$ cat src/rtl/ex2_stage.sv
// EX2 stage: increments write back after 1 cycle; loads/stores hold a single memory request until mem_ack.
// out_stall holds upstream while a memory op is pending. Optional macro EX2_INC_SATURATE_EN makes increment saturate.
module ex2_stage #(
  parameter int IMMEDIATE_WIDTH   = 16,
  parameter int DATA_WIDTH        = 64,
  parameter int REG_INDEX_BITS    = 5,
  parameter int THREAD_INDEX_BITS = 3
) (
  input  logic                         clk,
  input  logic                         reset,
  input  logic                         in_increment_flag,
  input  logic                         in_load_word_flag,
  input  logic                         in_store_word_flag,
  input  logic [IMMEDIATE_WIDTH-1:0]   in_immediate,
  input  logic [THREAD_INDEX_BITS-1:0] in_thread_index,
  input  logic [REG_INDEX_BITS-1:0]    in_reg_index,
  input  logic [DATA_WIDTH-1:0]        in_reg_data,
  output logic                         out_stall,
  output logic                         mem_req,
  output logic                         mem_we,
  output logic [IMMEDIATE_WIDTH-1:0]   mem_addr,
  output logic [DATA_WIDTH-1:0]        mem_wdata,
  input  logic                         mem_ack,
  input  logic [DATA_WIDTH-1:0]        mem_rdata,
  output logic                         out_wb_valid,
  output logic [THREAD_INDEX_BITS-1:0] out_wb_thread_index,
  output logic [REG_INDEX_BITS-1:0]    out_wb_reg_index,
  output logic [DATA_WIDTH-1:0]        out_wb_data
);

  typedef enum logic {S_IDLE = 1'b0, S_MEM = 1'b1} state_t;

  localparam logic [DATA_WIDTH-1:0] LP_ONE = {{(DATA_WIDTH-1){1'b0}}, 1'b1};

  state_t                         r_state;
  state_t                         w_next_state;
  logic                           r_we;
  logic [IMMEDIATE_WIDTH-1:0]     r_addr;
  logic [DATA_WIDTH-1:0]          r_wdata;
  logic [REG_INDEX_BITS-1:0]      r_reg_index;
  logic [THREAD_INDEX_BITS-1:0]   r_thread_index;
  logic                           r_wb_valid;
  logic [DATA_WIDTH-1:0]          r_wb_data;
  logic [REG_INDEX_BITS-1:0]      r_wb_reg;
  logic [THREAD_INDEX_BITS-1:0]   r_wb_thread;

  logic                           w_capture;
  logic                           w_capture_store;
  logic                           w_wb_valid;
  logic [DATA_WIDTH-1:0]          w_wb_data;
  logic [REG_INDEX_BITS-1:0]      w_wb_reg;
  logic [THREAD_INDEX_BITS-1:0]   w_wb_thread;
  logic [DATA_WIDTH-1:0]          w_inc_data;

`ifdef EX2_INC_SATURATE_EN
  assign w_inc_data = (&in_reg_data) ? in_reg_data : in_reg_data + LP_ONE;
`else
  assign w_inc_data = in_reg_data + LP_ONE;
`endif

  // Decode priority in IDLE is load > store > increment; inputs are ignored in MEM.
  always_comb begin
    w_next_state    = r_state;
    w_capture       = 1'b0;
    w_capture_store = 1'b0;
    w_wb_valid      = 1'b0;
    w_wb_data       = r_wb_data;
    w_wb_reg        = r_wb_reg;
    w_wb_thread     = r_wb_thread;
    case (r_state)
      S_IDLE: begin
        if (in_load_word_flag) begin
          w_capture    = 1'b1;
          w_next_state = S_MEM;
        end else if (in_store_word_flag) begin
          w_capture       = 1'b1;
          w_capture_store = 1'b1;
          w_next_state    = S_MEM;
        end else if (in_increment_flag) begin
          w_wb_valid  = 1'b1;
          w_wb_data   = w_inc_data;
          w_wb_reg    = in_reg_index;
          w_wb_thread = in_thread_index;
        end
      end
      S_MEM: begin
        if (mem_ack) begin
          w_next_state = S_IDLE;
          if (!r_we) begin
            w_wb_valid  = 1'b1;
            w_wb_data   = mem_rdata;
            w_wb_reg    = r_reg_index;
            w_wb_thread = r_thread_index;
          end
        end
      end
      default: w_next_state = S_IDLE;
    endcase
  end

  always_ff @(posedge clk) begin
    if (reset) begin
      r_state        <= S_IDLE;
      r_we           <= 1'b0;
      r_addr         <= '0;
      r_wdata        <= '0;
      r_reg_index    <= '0;
      r_thread_index <= '0;
      r_wb_valid     <= 1'b0;
      r_wb_data      <= '0;
      r_wb_reg       <= '0;
      r_wb_thread    <= '0;
    end else begin
      r_state    <= w_next_state;
      r_wb_valid <= w_wb_valid;
      if (w_wb_valid) begin
        r_wb_data   <= w_wb_data;
        r_wb_reg    <= w_wb_reg;
        r_wb_thread <= w_wb_thread;
      end
      if (w_capture) begin
        r_we           <= w_capture_store;
        r_addr         <= in_immediate;
        r_wdata        <= in_reg_data;
        r_reg_index    <= in_reg_index;
        r_thread_index <= in_thread_index;
      end
    end
  end

  assign mem_req             = (r_state == S_MEM);
  assign out_stall           = (r_state == S_MEM);
  assign mem_we              = r_we;
  assign mem_addr            = r_addr;
  assign mem_wdata           = r_wdata;
  assign out_wb_valid        = r_wb_valid;
  assign out_wb_data         = r_wb_data;
  assign out_wb_reg_index    = r_wb_reg;
  assign out_wb_thread_index = r_wb_thread;

endmodule
$ cat config.mk
export PLATFORM = sky130hd
export DESIGN_NAME = ex2_stage
export DESIGN_NICKNAME = d
export VERILOG_FILES = /design/src/rtl/ex2_stage.sv
export SDC_FILE = /design/constraint.sdc
export NUM_CORES = 1
export LEC_CHECK = 0
export CORE_MARGIN = 2
export CORE_UTILIZATION = 44
export CTS_CLUSTER_DIAMETER = 50
export DETAILED_ROUTE_END_ITERATION = 16
export PLACE_DENSITY = 0.89
export SYNTH_ARGS = -nofsm -noshare
export SYNTH_HDL_FRONTEND = slang
export SYNTH_SLANG_ARGS = --single-unit
$ cat constraint.sdc
create_clock -name clk -period 3.1 [get_ports clk]
set_input_delay 0.775 -clock clk [delete_from_list [all_inputs] [get_ports clk]]
set_output_delay 0.775 -clock clk [all_outputs]
set_load 0.01 [all_outputs]
Word-level counts from Yosys, hierarchy flattened

Cells that the tools add are included.

Bitwise logic cells: 1
Eq/ne operators: 5
Multiplexer cells: 31
$add $sub $neg: 1
Reduce and logical (&&, ||, !) cells: 1

Operators with widths:

| operator                                      | count |
|---|---|
| 2-to-1 mux 64 bit                             | 5 |
| case mux 64 bit (2 select lines)              | 1 |
| adder 64 x 1 -> 64 bit, second input constant | 1 |
| 2-to-1 mux 5 bit                              | 5 |
| 2-to-1 mux 3 bit                              | 5 |
| 2-to-1 mux 1 bit                              | 11 |
| inequality test 2 bit, second input constant  | 5 |
| case mux 5 bit (2 select lines)               | 1 |
| case mux 3 bit (2 select lines)               | 1 |
| AND reduction 6 bit                           | 1 |
| case mux 1 bit (2 select lines)               | 2 |
| inverter 1 bit                                | 1 |

Bits in registers: 163
Output and inout port bits: 156
Bits of input ports: 158

Depth between registers and ports, before layout

Gate-level depths: netlist of the first run.

Word-level depth: 5
Depth in mapped cells: 8
Depth with buffers taken out: 7

Worst setup path after synthesis of the first run

OpenSTA, ideal clock, no wires.

Path kind: in2reg
Start point: in in_store_word_flag
End point: reg r_wb_data[20] (netlist: out_wb_data[20])
Data arrival time: 2.276 ns
Data required time: 3.005 ns
Slack: 0.728 ns
Stages: 7
Path through: or4b_1 > clkbuf_2 > nand2_1 > buf_2 > clkbuf_1 > o21ai_0 > a221oi_1

Longest elaborated chain between the ends: 4
Elaborated cells between the ends (all ways): 5
Those cells by class: 1 x eq/ne; 3 x mux; 1 x reduce/logical

Ends and longest elaborated chain:

| element                           | RTL line | source |
|---|---|---|
| start: declaration                | 13       | `input logic in_store_word_flag,` |
| 2-to-1 mux 1 bit                  | 75       | `end else if (in_store_word_flag) begin` |
| 2-to-1 mux 1 bit                  | 72       | `if (in_load_word_flag) begin` |
| case mux 1 bit (2 select lines)   | 70       | `case (r_state)` |
| AND reduction 6 bit (no line) (*) | --       |  |
| end signal: assignment            | 117      | `r_wb_data <= w_wb_data;` |
| end: declaration                  | 43       | `logic [DATA_WIDTH-1:0] r_wb_data;` |

Every way passes the cells marked *; elsewhere a longest branch is shown, timed or not.
A chain may end at the register's enable or synchronous reset.

Worst setup path in the final report of the first run

Start point: in in_reg_data[0]
End point: reg r_wb_data[53] (netlist: out_wb_data[53])

Longest elaborated chain between the ends: 5

Ends and longest elaborated chain:

| element                          | RTL line | source |
|---|---|---|
| start: declaration               | 17       | `input logic [DATA_WIDTH-1:0] in_reg_data,` |
| adder 64 x 1 -> 64 bit           | 58       | `assign w_inc_data = in_reg_data + LP_ONE;` |
| 2-to-1 mux 64 bit                | 79       | `end else if (in_increment_flag) begin` |
| 2-to-1 mux 64 bit                | 75       |  |
| 2-to-1 mux 64 bit                | 72       |  |
| case mux 64 bit (2 select lines) | 70       |  |

Every way passes these cells. The select of a mux whose other input is x is not followed.

==> summary.md, run 1 <==
| Metric | Value |
|---|---|
| Setup TNS Final | `0 ns` |
| Clk pin slew, worst setup/hold paths | `0.06 ns` |
| Critical Path Start Type | `primary input` |
| DRT iter0 DRCs | `721` |
| Hold_buf cts | `0` |
| TritonCTS Buffers | `17` |
| # port buffers | `313` |
| Antenna-violating nets left | `0` |
| Seq pwr share | `39.6%` |
| Total core area | `17,200 µm²` |
| Hold Vio Cnt, Final | `0` |
| DRT Wirelength | `30,200 µm` |
| RSZ-0062 raised after global routing | `no` |
| Critical path arrival | `2.97 ns` |
| WL/cell | `19.3 µm` |
| Die height | `136 µm` |
| Leak pwr | `4.51 nW` |
| Post-synthesis cell area | `7690 µm²` |
| CTS Root Cell | `clkbuf_16` |
| Max-cap violations | `0` |
| Area Overhead vs Synth | `57.8%` |
| Logic pwr share | `22.2%` |
| Period utilization | `85.2%` |
| Cells after Synth | `982` |
| Initial antenna violation count | `0` |
| Sw Share | `27.0%` |
| Status | `completed` |
| Min cycle time layout | `2.64 ns` |
| Synth top area share | `42.4%` |
| Nets | `1,483` |
| CTS sink count | `163` |
| Postcts setup bufs | `0` |
| Die Wd | `136 µm` |
| Routed vias | `8,873` |
| Post-synth EDFFs | `0` |
| Grt ovf | `0` |
| Hold Crit Class | `register to register` |
| Final Wtd Congestion | `0.980` |
| Clk buf depth | `2` |
| Synth cell types | `52` |
| PwrDens | `488 nW/µm²` |
| # H-tree levels | `4` |
| Final setup vio count | `0` |
| Peak supply drop | `0.395 mV` |
| Crit path kind | `primary input to register` |
| Share of cells above drive strength 1 | `10.5%` |
| Residual DRC | `0` |
| CP Data Required Time | `3.43 ns` |
| Flop2flop setup slack | `0.94 ns` |
| Post_cts resized | `0` |
| Ant. Diodes | `0` |
| Fin. max-slew vios | `0` |
| Initial Util | `44.8%` |
| Top_reg_cell synth | `dfxtp_1` |
| F_max | `379 MHz` |
| Sequential area share after synthesis | `42.4%` |
| Nature of the critical path endpoint | `register` |
| M1 wire length | `11,100 µm` |
| Top cell type by total area after synthesis | `dfxtp_1` |
| Switch Pwr | `1.60 mW` |
| DR WL met3 | `3350 µm` |
| Clock skew | `0.00763 ns` |
| Top layer in use | `met4` |
| Vias per cell | `5.69` |
| CTS tree | `yes` |
| Crit Path Max Fanout | `5` |
| Cell Int Power | `4.32 mW` |
| Drt first pass iters | `5` |
| Vias in the first global route | `8,568` |
| Yosys warnings | `0` |
| Die area | `18,600 µm²` |
| Slew HR | `52.7%` |
| First-pass GRT wire length | `46,000 µm` |
| Post-DP HPWL | `22,200 µm` |
| Syn Nets | `1,141` |
| Synth async-reset ratio | `0%` |
| Io pins | `314` |
| Clk Latency, worst-skew pair | `0.43 ns` |
| GRT Total Usage | `32.0%` |
| Total power | `5.92 mW` |
| Worst slew pin tran | `0.707 ns` |
| Syn Area/Cell | `7.83 µm²` |
| Synthesized flop and latch total | `163` |
| Met2 routed WL | `14,200 µm` |
| Largest net degree at the start of global routing | `60` |
| Row cnt | `48` |
| Top post-synthesis cells by area | `dfxtp_1 42%, nand2_1 12%, a21oi_1 8.7%` |
| Clock share of power | `38.2%` |
## critical path, stage by stage
cell,delay (ns)
clkdlybuf4s50_1,0.49
buf_4,0.14
nand4_1,0.21
buf_4,0.24
nor3_1,0.17
buf_4,0.17
nand4_1,0.20
o31a_1,0.31
a221oi_1,0.26
## state kept, by name, indices dropped and copies added, names as in the netlist
| name | count |
|---|---|
| out_wb_valid | 1 |
| mem_we | 1 |
| mem_req | 1 |
| r_reg_index | 5 |
| mem_addr | 16 |
| out_wb_data | 64 |
| out_wb_thread_index | 3 |
| r_thread_index | 3 |
| mem_wdata | 64 |
| out_wb_reg_index | 5 |
## power groups by stage
stage | sequential, mW | combinational [mW] | clock [mW]
after global routing | 2.36 | 1.41 | 2.36
after floorplan | 2.44 | 0.444 | 0
final | 2.34 | 1.31 | 2.26
after CTS | 2.34 | 1.31 | 2.28
after global placement | 2.38 | 1.28 | 0
after detailed placement | 2.39 | 1.30 | 0
## per-stage QoR
stage / hold slack, ns / utilization (%) / area, µm² / setup slack [ns] / instances
finish: 0.452 / 70.7 / 12100 / 0.458 / 1560
global route: 0.473 / 70.7 / 12100 / 0.302 / 1560
CTS: 0.455 / 70.7 / 12100 / 0.503 / 1560
detailed placement: 0.446 / 67.1 / 11500 / 0.0434 / 1530
global placement: 0.438 / 67.1 / 11500 / 0.0628 / 1530
floorplan: 0.436 / - / 7690 / 0.728 / 982
## path summary, 6_finish.rpt
path                     endpoint  cells past startpoint      startpoint
setup / recovery  out_wb_data[53]                      9  in_reg_data[0]
hold / removal       mem_wdata[6]                      2    mem_wdata[6]
setup reg to reg  out_wb_data[49]                      7         mem_req
hold reg to reg      mem_wdata[6]                      2    mem_wdata[6]
## Yosys cell counts, types with 3 or more instances
| master | instances |
|---|---|
| nand2_1 | 249 |
| dfxtp_1 | 163 |
| a21oi_1 | 133 |
| clkbuf_1 | 61 |
| xnor2_1 | 39 |
| nor2_1 | 36 |
| and3_1 | 33 |
| nand3_1 | 29 |
| o21ai_0 | 26 |
| o22ai_1 | 22 |
| nand4_1 | 19 |
| xor2_1 | 17 |
| a211oi_1 | 16 |
| nor3_1 | 16 |
| nor4_1 | 12 |
| inv_1 | 11 |
| mux2i_1 | 10 |
| a221oi_1 | 9 |
| o211ai_1 | 7 |
| a21o_1 | 5 |
| a31oi_1 | 5 |
| and4_1 | 5 |
| buf_2 | 5 |
| nor4_2 | 5 |
| nand3b_1 | 4 |
| nor4_4 | 4 |
| o31a_1 | 4 |
| or3_1 | 4 |
| buf_1 | 3 |
## logic make-up (layout without fill, tap and decap cells)
family | Yosys count | in the layout | synth area share, %
simple gates | 433 | 433 | 27.5
compound gates | 235 | 235 | 17.8
fa+ha+maj | 1 | 1 | 0.163
flops | 163 | 163 | 42.4
buf+inv | 84 | 437 | 4.39
mux | 10 | 10 | 1.30
xor+xnor | 56 | 56 | 6.38
## metal layers
metal  vias up  track usage (%)
met5         -                0
met4         0             17.4
met3       100             9.10
met2       565             52.4
met1      4094             37.8
li1       4114                -
## placed cells by master, fill, tap and decap left out, drive strengths merged, types with 2 or more instances in the layout
cell type / instances
clkdlybuf4s50: 312
nand2: 249
dfxtp: 163
a21oi: 133
buf: 84
xnor2: 39
nor2: 36
and3: 34
nand3: 30
o21ai: 27
o22ai: 22
nand4: 22
clkbuf: 21
nor4: 21
nor3: 18
xor2: 17
a211oi: 17
inv: 11
a221oi: 11
mux2i: 10
o211ai: 7
or3: 6
and4: 5
a31oi: 5
a21o: 5
o31a: 4
nand3b: 4
bufinv: 4
nand2b: 3
clkinv: 3
a2111oi: 2
clkinvlp: 2
and2: 2
## area by class of cell
| type | instances | area [µm²] |
|---|---|---|
| clock buffer | 21 | 470 |
| clock inverter | 9 | 154 |
| fill | 1344 | 5030 |
| inverter | 11 | 41.3 |
| multi-input combinational | 735 | 4110 |
| sequential | 163 | 3260 |
| tap | 225 | 282 |
| timing repair buffer | 396 | 3820 |
Power figures use the tool's default switching activity.
==> inputs of run 2 (changes only) <==
CORE_ASPECT_RATIO = 0.6   (was not set)
==> run 2 against run 1 <==
Net effect:
- cell count is 0.77% higher
- sequential share of layout area is 0.11 points higher
- first-iteration DRC count is 8.6% higher
- clock skew is 0.013 ns higher
- critical path depth stayed put
- flip-flop and latch count stayed put
- non-clock buffer count stayed put
- clock power is 9% lower
- final area is 0.39% lower
- core utilization is 0.081 points lower
- wire length is 0.15% higher
- critical endpoint is now out_wb_data[38]
==> summary.md, run 2 (synthesis results as in run 1) <==
| Metric | Value |
|---|---|
| Status | `completed` |
| F_max | `352 MHz` |
| Slew HR | `60.4%` |
| Fin. max-slew vios | `0` |
| Nature of the critical path endpoint | `register` |
| Hold Vio Cnt, Final | `0` |
| Post-DP HPWL | `22,300 µm` |
| Placed insts | `1,539` |
| Vias in the first global route | `8,191` |
| CTS tree | `yes` |
| Crit Path Max Fanout | `21` |
| Filler-free cell count of the finished design | `1,572` |
| Dpl ws | `-0.0996 ns` |
| Antenna-violating nets left | `0` |
| TritonCTS Buffers | `17` |
| Clk buf depth | `2` |
| Critical Path Start Type | `primary input` |
| Initial antenna violation count | `1` |
| GRT Total Usage | `31.8%` |
| Row cnt | `37` |
| Clk pin slew, worst setup/hold paths | `0.07 ns` |
| Residual DRC | `0` |
| Setup TNS Final | `0 ns` |
| Routed vias | `8,766` |
| Min cycle time layout | `2.84 ns` |
| Leak pwr | `4.48 nW` |
| WL/cell | `19.2 µm` |
| CP Data Required Time | `3.37 ns` |
| Worst slew pin tran | `0.594 ns` |
| Drt first pass iters | `5` |
| Nets | `1,483` |
| PwrDens | `472 nW/µm²` |
| Io pins | `314` |
| Final Wtd Congestion | `0.931` |
| Hold Crit Class | `register to register` |
| CTS Root Cell | `clkbuf_16` |
| Largest net degree at the start of global routing | `94` |
| Initial Util | `44.9%` |
| RSZ-0062 raised after global routing | `no` |
| Postcts setup bufs | `0` |
| Share of cells above drive strength 1 | `10.6%` |
| Fill cells | `1,363` |
| Most frequent cells in the layout | `312 x clkdlybuf4s50_1, 248 x nand2_1, 162 x dfxtp_1` |
| Most common cell after layout, fill and taps aside | `clkdlybuf4s50_1` |
| Area Overhead vs Synth | `57.2%` |
| Grt ovf | `0` |
| Peak supply drop | `0.357 mV` |
| DRT Wirelength | `30,200 µm` |
| First-pass GRT wire length | `46,300 µm` |
| Die height | `106 µm` |
| Clock skew | `0.0210 ns` |
| Total power | `5.71 mW` |
| Post_cts resized | `0` |
| Period utilization | `91.6%` |
| Hold_buf cts | `0` |
| Clk Latency, worst-skew pair | `0.43 ns` |
| Die area | `18,600 µm²` |
| # H-tree levels | `4` |
| DRT iter0 DRCs | `783` |
| Max-cap violations | `0` |
| Vias per cell | `5.58` |
| # port buffers | `313` |
| Die Wd | `175 µm` |
| Total core area | `17,100 µm²` |
| Hold Slack | `0.455 ns` |
| Final setup vio count | `0` |
| Crit path kind | `primary input to register` |
| CTS sink count | `163` |
| Critical path arrival | `3.11 ns` |
| Final Worst Setup Slack | `0.259 ns` |
==> run 2: final timing paths <==
kind / start / end / slack [ns] / cells past startpoint
max reg2reg: mem_req / out_wb_data[34] / 0.53 / 5
max: in_reg_data[0] / out_wb_data[38] / 0.26 / 9
min reg2reg: out_wb_data[2] / out_wb_data[2] / 0.46 / 2
min: out_wb_data[2] / out_wb_data[2] / 0.46 / 2
==> run 2: layer usage <==
layer	track usage, %	wire (µm)	vias to the layer above
met1	44.9	13300	4156
met3	8.91	3430	34
li1	-	-	4110
met5	0	0	-
met4	8.33	467	0
met2	47.7	13000	466
==> run 2: layout make-up <==
type	count	area (µm²)	area share [%]
inverters	11	41.3	0.341
repair buffers	396	3820	31.6
flip-flops and latches	163	3260	27.0
clock inverters	13	118	0.972
multi-input cells	735	4110	34.0
diodes	2	5.00	0.0414
well taps	234	293	2.42
clock buffers	18	439	3.63
==> run 2: per-stage QoR <==
stage / cell area, µm² / util [%]
3_3_place_gp: 11500 / 67.3
3_5_place_dp: 11500 / 67.3
5_1_grt: 12100 / 70.6
6_report: 12100 / 70.6
2_1_floorplan: 7690 / -
4_1_cts: 12100 / 70.6
==> run 2: report_power, final <==
part	switching [mW]	total [mW]	leakage, nW	internal [mW]
Sequential	0.0956	2.35	1.34	2.25
Clock	0.984	2.06	0.271	1.08
Combinational	0.637	1.30	2.87	0.663
==> run 2: worst max-delay path, cell delays in order <==
cell             delay, ns
clkdlybuf4s50_1       0.57
ha_1                  0.24
nand3_1               0.18
nor2_1                0.18
nand4_1               0.11
buf_4                 0.24
o31a_1                0.31
o21ai_0               0.35
a31oi_1               0.13
==> inputs of run 3 (changes only) <==
CAP_MARGIN = 25   (was not set)
CORE_MARGIN = 5   (was 2)
CORE_UTILIZATION = 39   (was 44)
PLACE_DENSITY = 0.84   (was 0.89)
clock period = 2.6 ns   (was 3.1 ns; I/O delays follow)
==> run 3 against run 2 <==
Net effect:
- hold slack about the same
- flip-flop and latch count is the same
- first-iteration DRC count is 16% lower
- sequential share of layout area down 1.4 points
- clock power is 31% higher
- via count rose by 4.2%
- register-to-register slack improved by 0.02 ns
- clock skew fell by 0.015 ns
- core utilization fell by 4.2 points
- global-route usage decreased by 3.9 points
- total power grew 25%
- final area up 5.6%
- largest cell class is now buffers
- highest routed layer unchanged
==> summary.md, run 3 (synthesis results as in run 1) <==
| Metric | Value |
|---|---|
| Die height | `119 µm` |
| Nets | `1,545` |
| Antenna-violating nets left | `0` |
| Post_cts resized | `0` |
| Max-cap violations | `0` |
| Clk Latency, worst-skew pair | `0.43 ns` |
| Fin. max-slew vios | `0` |
| Most frequent cells in the layout | `312 x clkdlybuf4s50_1, 248 x nand2_1, 162 x dfxtp_1` |
| Vias in the first global route | `9,114` |
| Row cnt | `39` |
| Period utilization | `95.1%` |
| Grt ovf | `0` |
| Routed vias | `9,132` |
| Clk buf depth | `2` |
| CTS Root Cell | `clkbuf_16` |
| WL/cell | `19.6 µm` |
| GRT Total Usage | `27.9%` |
| Final setup vio count | `0` |
| Dpl ws | `-0.224 ns` |
| Crit path kind | `primary input to register` |
| CTS tree | `yes` |
| Hold_buf cts | `0` |
| Ant. Diodes | `0` |
| Clock skew | `0.00562 ns` |
| Die Wd | `191 µm` |
| # H-tree levels | `4` |
| Initial Util | `40.0%` |
| Hold Vio Cnt, Final | `0` |
| Die area | `22,700 µm²` |
| Total core area | `19,200 µm²` |
| Initial antenna violation count | `0` |
| F_max | `404 MHz` |
| CP Data Required Time | `2.93 ns` |
| CTS sink count | `163` |
| First-pass GRT wire length | `50,200 µm` |
| Most common cell after layout, fill and taps aside | `clkdlybuf4s50_1` |
| Post-DP HPWL | `24,000 µm` |
| Min cycle time layout | `2.47 ns` |
| Final Wtd Congestion | `0.960` |
| Hold Crit Class | `register to register` |
| Setup TNS Final | `0 ns` |
| Placed insts | `1,633` |
| DRT Wirelength | `32,600 µm` |
| Slew HR | `68.0%` |
| # port buffers | `313` |
| Postcts setup bufs | `0` |
| Peak supply drop | `0.487 mV` |
| Final Worst Setup Slack | `0.127 ns` |
| PwrDens | `560 nW/µm²` |
| RSZ-0062 raised after global routing | `no` |
| Leak pwr | `4.85 nW` |
| Crit Path Max Fanout | `4` |
| DRT iter0 DRCs | `659` |
| Filler-free cell count of the finished design | `1,665` |
| Io pins | `314` |
| TritonCTS Buffers | `17` |
| Share of cells above drive strength 1 | `14.7%` |
| Critical path arrival | `2.81 ns` |
| Clk pin slew, worst setup/hold paths | `0.07 ns` |
| Largest net degree at the start of global routing | `68` |
| Hold Slack | `0.455 ns` |
| Status | `completed` |
| Fill cells | `1,553` |
| Nature of the critical path endpoint | `register` |
| Critical Path Start Type | `primary input` |
| Area Overhead vs Synth | `66.0%` |
| Drt first pass iters | `5` |
| Vias per cell | `5.48` |
| Residual DRC | `0` |
| Worst slew pin tran | `0.479 ns` |
==> run 3: cell count changes in the layout (fill, tap and decap cells not counted), moves of 2 or more <==
cell / previous run / this run
buf_12: 5 / 13
clkbuf_8: 1 / 4
inv_6: 4 / 2
buf_4: 78 / 132
inv_8: 4 / 0
bufinv_16: 0 / 3
diode_2: 2 / 0
==> run 3: final cells by class <==
class                           count  area, µm²  share of cell area (%)
Tap cell                          266        333                    2.61
Clock inverter                     10        146                    1.15
Multi-Input combinational cell    735       4110                    32.2
Sequential cell                   163       3260                    25.6
Clock buffer                       22        484                    3.79
Timing Repair Buffer              458       4390                    34.3
Inverter                           11       41.3                   0.323
==> run 3: metrics by stage <==
step | instance area [µm²] | power (mW) | utilization (%)
after global routing | 12800 | 7.44 | 66.4
after global placement | 12100 | 4.45 | 63.1
after CTS | 12800 | 7.19 | 66.4
after floorplan | 7690 | 3.44 | -
final | 12800 | 7.15 | 66.4
after detailed placement | 12100 | 4.48 | 63.1
==> run 3: report_power, final <==
group / internal, mW / switching, mW / leakage, nW
Combinational: 0.860 / 0.803 / 3.21
Sequential: 2.69 / 0.104 / 1.34
Clock: 1.63 / 1.08 / 0.307
Total: 5.17 / 1.98 / 4.85
==> run 3: worst paths after layout <==
kind,slack (ns),from,cells past startpoint,end
setup / recovery,0.13,in_reg_data[25],8,out_wb_data[53]
hold / removal,0.46,mem_wdata[40],2,mem_wdata[40]
setup reg to reg,0.55,mem_req,6,out_wb_data[17]
hold reg to reg,0.46,mem_wdata[40],2,mem_wdata[40]
==> run 3: metal layers <==
layer	routed length [µm]	track usage (%)	part of all wire, %
met1	13400	35.2	41
met2	14400	43.7	44
met3	3830	10.7	12
met4	948	9.96	2.9
met5	0	0	0
==> run 3: worst max-delay path: stages <==
cell and delay (ns):
clkdlybuf4s50_1 0.50, nand3_1 0.23, nor4_1 0.48, buf_4 0.19, nand4_1 0.10, buf_4 0.18, o31a_1 0.24, a221oi_1 0.25
